`src/rtl/eq_pkg.sv`:
```
// Shared constants, FSM encoding and output saturation for the equalizer band scheduler.
// Combinational helper only; no latency, no flow control.
package eq_pkg;
   localparam int SAMPLE_W = 24;
   localparam int GAIN_W   = 8;
   localparam int BAND_W   = 4;
   localparam int N_BANDS  = 10;
   localparam int GAIN_FRAC = 6;
   localparam int GAIN_RST  = 64;
   localparam int PROD_W    = SAMPLE_W + GAIN_W + 1;
   localparam int ACC_W     = PROD_W + 4;

   localparam logic [7:0] ADDR_GAIN_BASE = 8'h01;
   localparam logic [7:0] ADDR_CTRL      = 8'h00;

   typedef enum logic [2:0] {
      ST_IDLE,
      ST_REQ,
      ST_ACC,
      ST_DONE,
      ST_HOLD
   } state_t;

   // Arithmetic shift floors toward minus infinity; clamp if any bit above the sign is lost.
   function automatic logic [SAMPLE_W-1:0] sat_out(input logic signed [ACC_W-1:0] acc);
      logic signed [ACC_W-1:0] shifted;
      shifted = acc >>> GAIN_FRAC;
      if ((&shifted[ACC_W-1:SAMPLE_W-1]) || (~|shifted[ACC_W-1:SAMPLE_W-1]))
         return shifted[SAMPLE_W-1:0];
      else if (shifted[ACC_W-1])
         return {1'b1, {(SAMPLE_W-1){1'b0}}};
      else
         return {1'b0, {(SAMPLE_W-1){1'b1}}};
   endfunction
endpackage

```
`src/rtl/eq_gain_bank.sv`:
```
// Per-band live gain registers with a shadow copy taken on the snapshot strobe.
// Writes land on the next edge; no backpressure, writes accepted at any time.
module eq_gain_bank
   import eq_pkg::*;
(
   input  logic                           i_clk,
   input  logic                           i_rst,
   input  logic                           i_we,
   input  logic [7:0]                     i_addr,
   input  logic [GAIN_W-1:0]              i_wdata,
   input  logic                           i_snap,
   output logic [N_BANDS-1:0][GAIN_W-1:0] o_shadow
);
   logic [N_BANDS-1:0][GAIN_W-1:0] r_live;
   logic [N_BANDS-1:0][GAIN_W-1:0] r_shadow;
   logic [N_BANDS-1:0]             w_hit;

   always_comb begin
      w_hit = '0;
      for (int i = 0; i < N_BANDS; i++)
         w_hit[i] = i_we && (i_addr == ADDR_GAIN_BASE + 8'(i));
   end

   // A snapshot coinciding with a write captures the pre-write value.
   always_ff @(posedge i_clk or posedge i_rst) begin
      if (i_rst) begin
         for (int i = 0; i < N_BANDS; i++) begin
            r_live[i]   <= GAIN_W'(GAIN_RST);
            r_shadow[i] <= GAIN_W'(GAIN_RST);
         end
      end else begin
         for (int i = 0; i < N_BANDS; i++)
            if (w_hit[i])
               r_live[i] <= i_wdata;
         if (i_snap)
            r_shadow <= r_live;
      end
   end

   assign o_shadow = r_shadow;
endmodule

```
`src/rtl/eq_band_scheduler.sv`:
```
// Runs each sample through all bands on a shared engine, gain-weights and sums; out_valid 2*N_BANDS+2 edges after accept.
// in_ready low from accept until the output is taken; EQ_SCHED_BYPASS_EN adds ctrl reg 0x00 bit0 bypass (1-cycle path).
module eq_band_scheduler
   import eq_pkg::*;
(
   input  logic                clk,
   input  logic                rst,
   input  logic                cfg_we,
   input  logic [7:0]          cfg_addr,
   input  logic [7:0]          cfg_wdata,
   input  logic                in_valid,
   output logic                in_ready,
   input  logic [SAMPLE_W-1:0] in_data,
   output logic                eng_req,
   output logic [BAND_W-1:0]   eng_band,
   output logic [SAMPLE_W-1:0] eng_sample,
   input  logic                eng_ack,
   input  logic [SAMPLE_W-1:0] eng_data,
   output logic                out_valid,
   input  logic                out_ready,
   output logic [SAMPLE_W-1:0] out_data,
   output logic                busy
);
   state_t                         r_state;
   logic                           r_in_ready;
   logic                           r_eng_req;
   logic [BAND_W-1:0]              r_band;
   logic [SAMPLE_W-1:0]            r_sample;
   logic signed [PROD_W-1:0]       r_prod;
   logic signed [ACC_W-1:0]        r_acc;
   logic                           r_out_valid;
   logic [SAMPLE_W-1:0]            r_out_data;
   logic                           r_busy;

   logic [N_BANDS-1:0][GAIN_W-1:0] w_shadow;
   logic [GAIN_W-1:0]              w_gain;
   logic signed [PROD_W-1:0]       w_prod;
   logic                           w_accept;
   logic                           w_last;
   logic                           w_bypass;

`ifdef EQ_SCHED_BYPASS_EN
   logic r_bypass;

   always_ff @(posedge clk or posedge rst) begin
      if (rst)
         r_bypass <= 1'b0;
      else if (cfg_we && (cfg_addr == ADDR_CTRL))
         r_bypass <= cfg_wdata[0];
   end

   assign w_bypass = r_bypass;
`else
   assign w_bypass = 1'b0;
`endif

   assign w_accept = (r_state == ST_IDLE) && r_in_ready && in_valid;
   assign w_last   = (r_band == BAND_W'(N_BANDS - 1));
   assign w_gain   = w_shadow[r_band];
   // Gain is an unsigned code, so it is zero-extended before the signed multiply.
   assign w_prod   = PROD_W'($signed(eng_data)) * PROD_W'($signed({1'b0, w_gain}));

   eq_gain_bank u_gain_bank (
      .i_clk    (clk),
      .i_rst    (rst),
      .i_we     (cfg_we),
      .i_addr   (cfg_addr),
      .i_wdata  (cfg_wdata),
      .i_snap   (w_accept),
      .o_shadow (w_shadow)
   );

   // The product is registered on ack and summed in ACC, so the last band also passes through ACC.
   always_ff @(posedge clk or posedge rst) begin
      if (rst) begin
         r_state     <= ST_IDLE;
         r_in_ready  <= 1'b0;
         r_eng_req   <= 1'b0;
         r_band      <= '0;
         r_sample    <= '0;
         r_prod      <= '0;
         r_acc       <= '0;
         r_out_valid <= 1'b0;
         r_out_data  <= '0;
         r_busy      <= 1'b0;
      end else begin
         case (r_state)
            ST_IDLE: begin
               r_in_ready <= 1'b1;
               if (w_accept) begin
                  r_in_ready <= 1'b0;
                  r_busy     <= 1'b1;
                  r_acc      <= '0;
                  r_band     <= '0;
                  r_sample   <= in_data;
                  if (w_bypass) begin
                     r_out_data  <= in_data;
                     r_out_valid <= 1'b1;
                     r_state     <= ST_HOLD;
                  end else begin
                     r_eng_req <= 1'b1;
                     r_state   <= ST_REQ;
                  end
               end
            end
            ST_REQ: begin
               if (eng_ack) begin
                  r_prod    <= w_prod;
                  r_eng_req <= 1'b0;
                  r_state   <= ST_ACC;
               end
            end
            ST_ACC: begin
               r_acc <= r_acc + ACC_W'(r_prod);
               if (w_last) begin
                  r_state <= ST_DONE;
               end else begin
                  r_band    <= r_band + 1'b1;
                  r_eng_req <= 1'b1;
                  r_state   <= ST_REQ;
               end
            end
            ST_DONE: begin
               r_out_data  <= sat_out(r_acc);
               r_out_valid <= 1'b1;
               r_state     <= ST_HOLD;
            end
            ST_HOLD: begin
               if (out_ready) begin
                  r_out_valid <= 1'b0;
                  r_in_ready  <= 1'b1;
                  r_busy      <= 1'b0;
                  r_state     <= ST_IDLE;
               end
            end
            default: r_state <= ST_IDLE;
         endcase
      end
   end

   assign in_ready   = r_in_ready;
   assign eng_req    = r_eng_req;
   assign eng_band   = r_band;
   assign eng_sample = r_sample;
   assign out_valid  = r_out_valid;
   assign out_data   = r_out_data;
   assign busy       = r_busy;
endmodule

```
`config.mk`:
```
export PLATFORM = sky130hd
export DESIGN_NAME = eq_band_scheduler
export DESIGN_NICKNAME = d
export VERILOG_FILES = /design/src/rtl/eq_pkg.sv /design/src/rtl/eq_gain_bank.sv /design/src/rtl/eq_band_scheduler.sv
export SDC_FILE = /design/constraint.sdc
export NUM_CORES = 1
export LEC_CHECK = 0
export CORE_ASPECT_RATIO = 1.75
export CORE_MARGIN = 4
export CORE_UTILIZATION = 40
export CTS_CLUSTER_SIZE = 24
export DETAILED_ROUTE_END_ITERATION = 8
export GPL_TIMING_DRIVEN = 1
export MAX_ROUTING_LAYER = met4
export PLACE_DENSITY_LB_ADDON = 0.12
export SYNTH_ARGS = -nofsm -noshare
export SYNTH_HDL_FRONTEND = slang
export SYNTH_SLANG_ARGS = --single-unit
export TNS_END_PERCENT = 50
```
`constraint.sdc`:
```
create_clock -name clk -period 12.9 [get_ports clk]
set_input_delay 3.87 -clock clk [delete_from_list [all_inputs] [get_ports clk]]
set_output_delay 3.87 -clock clk [all_outputs]
set_load 0.02 [all_outputs]
```
==> results.toml, run 1 <==
[critical_path]
crit_fanout = 8
arrival_ns = 9.19
required_ns = 13.40
r2r-start = "eng_band[0]$_DFFE_PP0P_"
worstSetupPathType = "primary input to flip-flop"
crit_path_start_kind = "primary input"
critPathSlowestCell = "clkdlybuf4s50_1"
critical_path.top_delay_family = "adder cells"
cpPeakStageDelay_ns = 0.66
reg2reg_depth = 21
critPathBufInv = 4
cp-startpoint = "eng_data[7]"
end_kind = "flip-flop"
crit_chain = "clkdlybuf4s50_1 -> nand2_1 -> fa_1 -> inv_1 -> fa_1 -> fa_1 -> inv_1 -> fa_1 -> inv_1 -> ha_1 -> o21a_1 -> o21ai_0 -> nor4_1 -> nor4_1 -> nor2_1 -> or4_1 -> a31o_2 -> nand3_1"
cp_num_cells = 18
cp_common_cell = "fa_1"

[cts]
cts_buffers = 29
postCtsSetupRepairBufs = 0
holdBufCountCts = 0
cts_max_path_buffers = 3
insertion_delay_ns = 0.57
htree_levels = 1
cts_tree = "yes"
cts_resized = 0
cts.sinks = 289
path_clk_slew_ns = 0.07
cts_root_buf = "clkbuf_16"

[floorplan]
dieArea_sq_mm = 0.0546
die_y_um = 306
row_count = 109
start_util = 0.403
ios = 126
die_x_um = 178
coreArea_sq_mm = 0.0505

[yosys]
ys_seq_area_frac = 0.357
synth_enable_flop_cells = 0
synth-main-ff-cell = "dfrtp_1"
postSynthCellCount = 1959
syn_area_sq_mm = 0.0203
ys_warn_count = 0
syn_nets = 2284
ys_types = 72
async_flop_share = 1.00
ys_ff_latch = 289
avgSynthCellArea_sq_um = 10.4

[grt]
antenna_found_initial = 5
grt-ovfl-total = 0
grt.total_usage = 0.184
grt_pass1_wl_um = 79500
grt_pass1_vias = 15400
grt_start_max_net_pins = 112

[power]
p_leak_uw = 0.0114
p_per_area_mw_per_mm2 = 189
vdd_drop_max_mv = 0.121

[sta]
post-route-min-period_ns = 8.69
setup_ws_ns = 4.21
min_period_over_period = 0.674
tightestPinTransition_ns = 1.11
fin_tns_setup_ns = 0
timing.fmax_mhz = 115
finalMaxSlewViolations = 0
hold_viol = 0
grt_setup_unrepaired = "no"
finalSetupViolCount = 0
skew_ns = 0.0167
relSlewSlack = 0.261
hold_slack_ns = 0.488

[outcome]
status = "completed"

[place]
dp_slack_ns = 3.65
place_hpwl_um = 37200
gp_congestion = 0.861
portBuffers = 125
dpl-instance-area_sq_mm = 0.0223

[routing]
wl_per_cell_um = 17.2
drc = 0
viasPerCell = 5.10
first_pass_iters = 5
drtAntennaViolNets = 0
num_vias = 14000
drt_iter0_markers = 553
routed_wirelength_um = 47300

[hold_path]
hp-start = "r_prod[4]$_DFFE_PP0P_"
min_path_type = "flip-flop to flip-flop"
holdPathStages = 2

[finish]
drive_above_1_share = 0.154
area_growth_pct = 14.7
fin_nets = 2380
final_common_cell = "dfrtp_1"
layout_common_cells = "268 x dfrtp_1, 243 x inv_1, 239 x nand2_1, 185 x mux2_2, 151 x fa_1"
final_area_sq_mm = 0.0233

[flow_run]
cap_viol_max_count = 0
-- worst reg2reg max path: stages (launching register included) --
cell	delay [ns]
dfrtp_2	0.34
buf_4	0.47
mux4_2	0.41
mux2i_1	0.09
o22ai_2	0.85
nand2_1	0.19
fa_1	0.53
inv_1	0.05
fa_1	0.47
fa_1	0.56
inv_1	0.06
fa_1	0.52
inv_1	0.04
ha_1	0.33
o21a_1	0.13
o21ai_0	0.35
nor4_1	0.15
nor4_1	0.32
nor2_1	0.19
or4_1	0.53
a31o_2	0.22
nand3_1	0.07
-- stage by stage --
| step | std cells | power [uW] | utilization |
|---|---|---|---|
| global route | 2748 | 4820 | 0.462 |
| CTS | 2743 | 4490 | 0.462 |
| detailed placement | 2690 | 3550 | 0.442 |
| global placement | 2690 | 3520 | 0.442 |
| finish | 2748 | 4400 | 0.462 |
| floorplan | 1959 | 2910 | - |
-- area by class of cell --
type / instances / area, sq um
fillers: 4864 / 27100
multi-input cells: 1343 / 11900
flip-flops and latches: 289 / 7260
repair buffers: 148 / 1420
inverters: 244 / 923
well taps: 666 / 833
clock buffers: 37 / 786
clock inverters: 16 / 231
diodes: 5 / 12.5
-- cell usage after synthesis (19+ instances only) --
cell type / instances / area [sq um]
inv_1: 244 / 916
dfrtp_1: 269 / 6730
a21oi_1: 94 / 470
mux2i_1: 19 / 190
dfstp_2: 20 / 526
ha_1: 104 / 1300
nand2_1: 239 / 897
xor2_1: 21 / 184
a21o_1: 30 / 225
o21ai_0: 78 / 390
xnor2_1: 33 / 289
nor2_1: 68 / 255
and2_1: 96 / 601
clkbuf_1: 62 / 233
fa_1: 151 / 3020
nand3_1: 20 / 100
mux2_2: 185 / 2080
-- registers in the layout (all words and copies together), names as in the netlist --
signal                cells
u_gain_bank.o_shadow     80
u_gain_bank.r_live       80
r_acc                    37
r_prod                   33
eng_sample               24
out_data                 24
eng_band                  4
r_state                   3
busy                      1
eng_req                   1
in_ready                  1
out_valid                 1
-- per-layer routing --
layer	GRT usage	wire length (um)	vias up
met5	-	0	-
met4	0.0602	1590	0
met3	0.0226	1490	89
met2	0.353	27200	214
met1	0.191	17000	6995
li1	-	-	6729
-- logic make-up after synthesis --
logic type                 count (synthesis)  share of synthesized area
buffers and inverters                    327                     0.0619
xor gates and xnor gates                  54                     0.0233
muxes                                    220                      0.130
adders and majority gates                255                      0.213
DFF                                      289                      0.357
and+or+nand+nor                          513                      0.122
AOI/OAI and AO/OA                        301                     0.0938
-- final timing paths --
kind	to	slack [ns]
setup / recovery	r_prod[32]$_DFFE_PP0P_	4.21
hold / removal	r_prod[4]$_DFFE_PP0P_	0.49
setup reg to reg	r_prod[32]$_DFFE_PP0P_	5.96
hold reg to reg	r_prod[4]$_DFFE_PP0P_	0.49
max in group asynchronous	eng_band[0]$_DFFE_PP0P_	6.87
min in group asynchronous	eng_sample[6]$_DFFE_PP0P_	3.83
-- power breakdown --
part | switching (uW) | total, uW | internal, uW
clock network | 372 | 907 | 535
registers | 146 | 1280 | 1140
logic | 1270 | 2210 | 939
total | 1790 | 4400 | 2610
Note: power is estimated with default switching activity, not from simulation.
==> inputs of run 2 (changes only) <==
==> constraint.sdc (replaced) <==
create_clock -name clk -period 8.6 [get_ports clk]
set_input_delay 2.58 -clock clk [delete_from_list [all_inputs] [get_ports clk]]
set_output_delay 2.58 -clock clk [all_outputs]
set_load 0.02 [all_outputs]
==> results.toml, run 2 (synthesis results as in run 1) <==
[place]
gp_congestion = 0.889
place_hpwl_um = 37900
dp_slack_ns = 0.630
portBuffers = 125

[routing]
top_layer_used = "met4"
routed_wirelength_um = 48100
wl_per_cell_um = 17.5
num_vias = 14100
wirelength_met1_um = 17300
wl_met2_um = 27600
viasPerCell = 5.14
first_pass_iters = 5
drtAntennaViolNets = 0
wl_met3_um = 1570
drt_iter0_markers = 470
drc = 0

[cts]
htree_levels = 1
cts_tree = "yes"
cts_resized = 0
postCtsSetupRepairBufs = 0
cts_max_path_buffers = 3
cts.sinks = 289
path_clk_slew_ns = 0.06
cts_root_buf = "clkbuf_16"
holdBufCountCts = 0
insertion_delay_ns = 0.58
cts_buffers = 30

[hold_path]
min_path_type = "flip-flop to flip-flop"

[flow_run]
cap_viol_max_count = 0

[sta]
grt_setup_unrepaired = "no"
hold_slack_ns = 0.486
tightestPinTransition_ns = 1.09
skew_ns = 0.0153
finalMaxSlewViolations = 0
hold_viol = 0
setup_ws_ns = 1.25
fin_tns_setup_ns = 0
relSlewSlack = 0.268
finalSetupViolCount = 0
post-route-min-period_ns = 7.35
timing.fmax_mhz = 136
min_period_over_period = 0.855

[power]
p_per_area_mw_per_mm2 = 281
power_uw = 6530
vdd_drop_max_mv = 0.175
p_leak_uw = 0.0114

[critical_path]
end_kind = "flip-flop"
critPathSlowestCell = "clkdlybuf4s50_1"
crit_path_start_kind = "primary input"
cp_common_cell = "fa_1"
required_ns = 9.11
worstSetupPathType = "primary input to flip-flop"
crit_fanout = 8
crit_chain = "clkdlybuf4s50_1 -> nand2_1 -> fa_1 -> inv_1 -> fa_1 -> fa_1 -> inv_1 -> fa_1 -> inv_1 -> ha_1 -> or3_1 -> a21oi_2 -> nor4_1 -> nor4_1 -> nor2_1 -> or4_1 -> a31o_2 -> nand3_1"
arrival_ns = 7.87
cpPeakStageDelay_ns = 0.61

[finish]
fin_nets = 2378
area_growth_pct = 14.4
final_common_cell = "dfrtp_1"
drive_above_1_share = 0.150
n_fill_cell = 4832
layout_common_cells = "268 x dfrtp_1, 243 x inv_1, 239 x nand2_1, 185 x mux2_2, 151 x fa_1"

[grt]
grt_pass1_wl_um = 80700
grt_start_max_net_pins = 168
grt_pass1_vias = 15500
grt.total_usage = 0.188
grt-ovfl-total = 0
antenna_found_initial = 4

[floorplan]
ios = 126
row_count = 109
die_x_um = 178
coreArea_sq_mm = 0.0505
start_util = 0.403
die_y_um = 306
dieArea_sq_mm = 0.0546

[outcome]
status = "completed"
## run 2: critical path, delay by kind of cell
family	cells	cell delay [ns]
AND/OR/NAND/NOR	7	1.73
adder cells (fa/ha/maj)	5	2.34
AO/OA/AOI/OAI	2	0.42
buffers and inverters	4	0.76
## run 2: power breakdown
group	total, uW	internal, uW	switching, uW
logic	3310	1410	1890
registers	1950	1710	242
clock network	1280	716	560
total	6530	3830	2700
## run 2: final cells by class
type,instances,area [sq um],share of cell area
multi-input cells,1343,11900,0.510
diodes,5,12.5,0.000538
clock buffers,46,852,0.0366
inverters,244,920,0.0395
flip-flops and latches,289,7260,0.312
clock inverters,10,96.3,0.00414
well taps,666,833,0.0358
repair buffers,145,1430,0.0613
## run 2: per-layer routing
layer  up-vias  track usage
met5         -            -
met4         0       0.0615
met2       214        0.364
met1      7081        0.192
met3        89       0.0233
li1       6730            -
## run 2: final timing paths
| check | depth (start not counted) | end | slack [ns] | from |
|---|---|---|---|---|
| worst max-delay path | 18 | r_prod[32]$_DFFE_PP0P_ | 1.25 | eng_data[6] |
| worst min-delay path | 2 | r_prod[15]$_DFFE_PP0P_ | 0.49 | r_prod[15]$_DFFE_PP0P_ |
| worst max register to register | 23 | r_prod[30]$_DFFE_PP0P_ | 1.41 | eng_band[0]$_DFFE_PP0P_ |
| worst min register to register | 2 | r_prod[15]$_DFFE_PP0P_ | 0.49 | r_prod[15]$_DFFE_PP0P_ |
| max in group asynchronous | 3 | eng_band[0]$_DFFE_PP0P_ | 4.53 | rst |
| min in group asynchronous | 2 | eng_sample[14]$_DFFE_PP0P_ | 2.56 | rst |
## run 2: metrics by stage
stage	util	area (sq um)	instances
3_5_place_dp	0.442	22300	2687
5_1_grt	0.461	23300	2747
3_3_place_gp	0.442	22300	2687
2_1_floorplan	-	20300	1959
4_1_cts	0.461	23200	2743
6_report	0.461	23300	2748
==> inputs of run 3 (changes only) <==
--- a/config.mk
+++ b/config.mk
@@ -5,7 +5,6 @@
 export SDC_FILE = /design/constraint.sdc
 export NUM_CORES = 1
 export LEC_CHECK = 0
-export CORE_ASPECT_RATIO = 1.75
 export CORE_MARGIN = 4
 export CORE_UTILIZATION = 40
 export CTS_CLUSTER_SIZE = 24
==> results.toml, run 3 (synthesis results as in run 1) <==
[outcome]
status = "completed"

[critical_path]
r2r-start = "eng_band[0]$_DFFE_PP0P_"
reg2reg_depth = 21
cpPeakStageDelay_ns = 0.63
r2r_end = "r_prod[32]$_DFFE_PP0P_"
cp_common_cell = "fa_1"
required_ns = 9.06
arrival_ns = 7.80
end_kind = "flip-flop"
crit_chain = "clkdlybuf4s50_1 -> nand2_1 -> fa_1 -> inv_1 -> fa_1 -> inv_1 -> fa_1 -> fa_1 -> inv_1 -> ha_1 -> o21ai_0 -> o21ai_0 -> or3b_4 -> nand2_2 -> a31oi_4 -> o311a_4 -> or4_1 -> nand3_1"
crit_fanout = 8
worstSetupPathType = "primary input to flip-flop"
r2r_setup_slack_ns = 1.31
critPathSlowestCell = "clkdlybuf4s50_1"
crit_path_start_kind = "primary input"

[floorplan]
coreArea_sq_mm = 0.0502
start_util = 0.405
ios = 126
row_count = 82
die_x_um = 233
dieArea_sq_mm = 0.0545
die_y_um = 233

[power]
vdd_drop_max_mv = 0.233
p_per_area_mw_per_mm2 = 291
p_leak_uw = 0.0115
power_uw = 6830

[finish]
final_common_cell = "dfrtp_1"
fin_nets = 2383
n_fill_cell = 4694
diodes = 0
drive_above_1_share = 0.155
layout_common_cells = "268 x dfrtp_1, 243 x inv_1, 239 x nand2_1, 185 x mux2_2, 151 x fa_1"
area_growth_pct = 15.3

[cts]
cts_tree = "yes"
holdBufCountCts = 0
cts.sinks = 289
cts_resized = 0
cts_root_buf = "clkbuf_16"
cts_max_path_buffers = 3
htree_levels = 2
insertion_delay_ns = 0.55
cts_buffers = 34
path_clk_slew_ns = 0.06
postCtsSetupRepairBufs = 0

[routing]
drc = 0
drt_iter0_markers = 559
wl_per_cell_um = 17.6
drtAntennaViolNets = 0
viasPerCell = 5.16
num_vias = 14200
routed_wirelength_um = 48400
first_pass_iters = 5

[sta]
fin_tns_setup_ns = 0
hold_viol = 0
grt_setup_unrepaired = "no"
skew_ns = 0.0306
hold_slack_ns = 0.481
timing.fmax_mhz = 136
finalSetupViolCount = 0
post-route-min-period_ns = 7.34
min_period_over_period = 0.853
tightestPinTransition_ns = 1.35
finalMaxSlewViolations = 0
relSlewSlack = 0.0983

[grt]
antenna_found_initial = 0
grt_pass1_vias = 15300
grt-ovfl-total = 0
grt_pass1_wl_um = 80700
grt.total_usage = 0.189
grt_start_max_net_pins = 164

[place]
gp_congestion = 0.852
portBuffers = 125
place_hpwl_um = 36100

[flow_run]
cap_viol_max_count = 0

[hold_path]
holdPathStages = 2
hold-path-endpoint = "r_prod[0]$_DFFE_PP0P_"
min_path_type = "flip-flop to flip-flop"
hp-start = "r_prod[0]$_DFFE_PP0P_"
[run 3: cell types whose count changed in the layout (fill, tap and decap cells not counted), sizes merged]
cell / previous run / this run
inv: 245 / 247
buf: 20 / 21
bufinv: 1 / 2
clkbuf: 46 / 51
clkinv: 7 / 5
diode: 5 / 0
[run 3: cell type report]
type / count / area, sq um / area share
inverter: 244 / 920 / 0.0392
timing repair buffer: 146 / 1420 / 0.0606
clock inverter: 11 / 156 / 0.00667
clock buffer: 51 / 985 / 0.0420
multi-input combinational: 1343 / 11900 / 0.506
tap: 672 / 841 / 0.0359
sequential: 289 / 7260 / 0.310
[run 3: worst max-delay path, delay by kind of cell]
family          cells  cell delay (ns)
simple gates        5             1.21
buf+inv             4             0.80
fa+ha+maj           5             2.45
compound gates      4             0.74
[run 3: report_power, final]
part           total, uW  internal (uW)  switching [uW]
Sequential          1980           1710             276
Clock               1450            867             587
Combinational       3390           1430            1960
[run 3: stage by stage]
step	instance area (sq um)	util	worst slack, ns	instances
2_1_floorplan	20300	-	1.70	1959
3_3_place_gp	22300	0.444	0.676	2694
3_5_place_dp	22300	0.444	0.687	2694
4_1_cts	23400	0.467	1.21	2756
5_1_grt	23400	0.467	0.849	2756
6_report	23400	0.467	1.26	2756
[run 3: per-layer routing]
layer,track usage,wire [um]
met5,-,0
met1,0.232,20400
met3,0.0232,1430
met4,0.0447,969
met2,0.336,25600
[run 3: how the worst max path moves through the flow]
stage	from	end	slack [ns]	depth (start not counted)
after global placement	eng_data[15]	r_prod[30]$_DFFE_PP0P_	0.68	18
after CTS	eng_band[0]$_DFFE_PP0P_	r_prod[30]$_DFFE_PP0P_	1.21	20
after global routing	eng_band[0]$_DFFE_PP0P_	r_prod[30]$_DFFE_PP0P_	0.85	20
after detailed placement	eng_data[4]	r_prod[30]$_DFFE_PP0P_	0.69	19
final	eng_data[7]	r_prod[21]$_DFFE_PP0P_	1.26	18
after floorplan	eng_data[12]	r_prod[21]$_DFFE_PP0P_	1.70	17
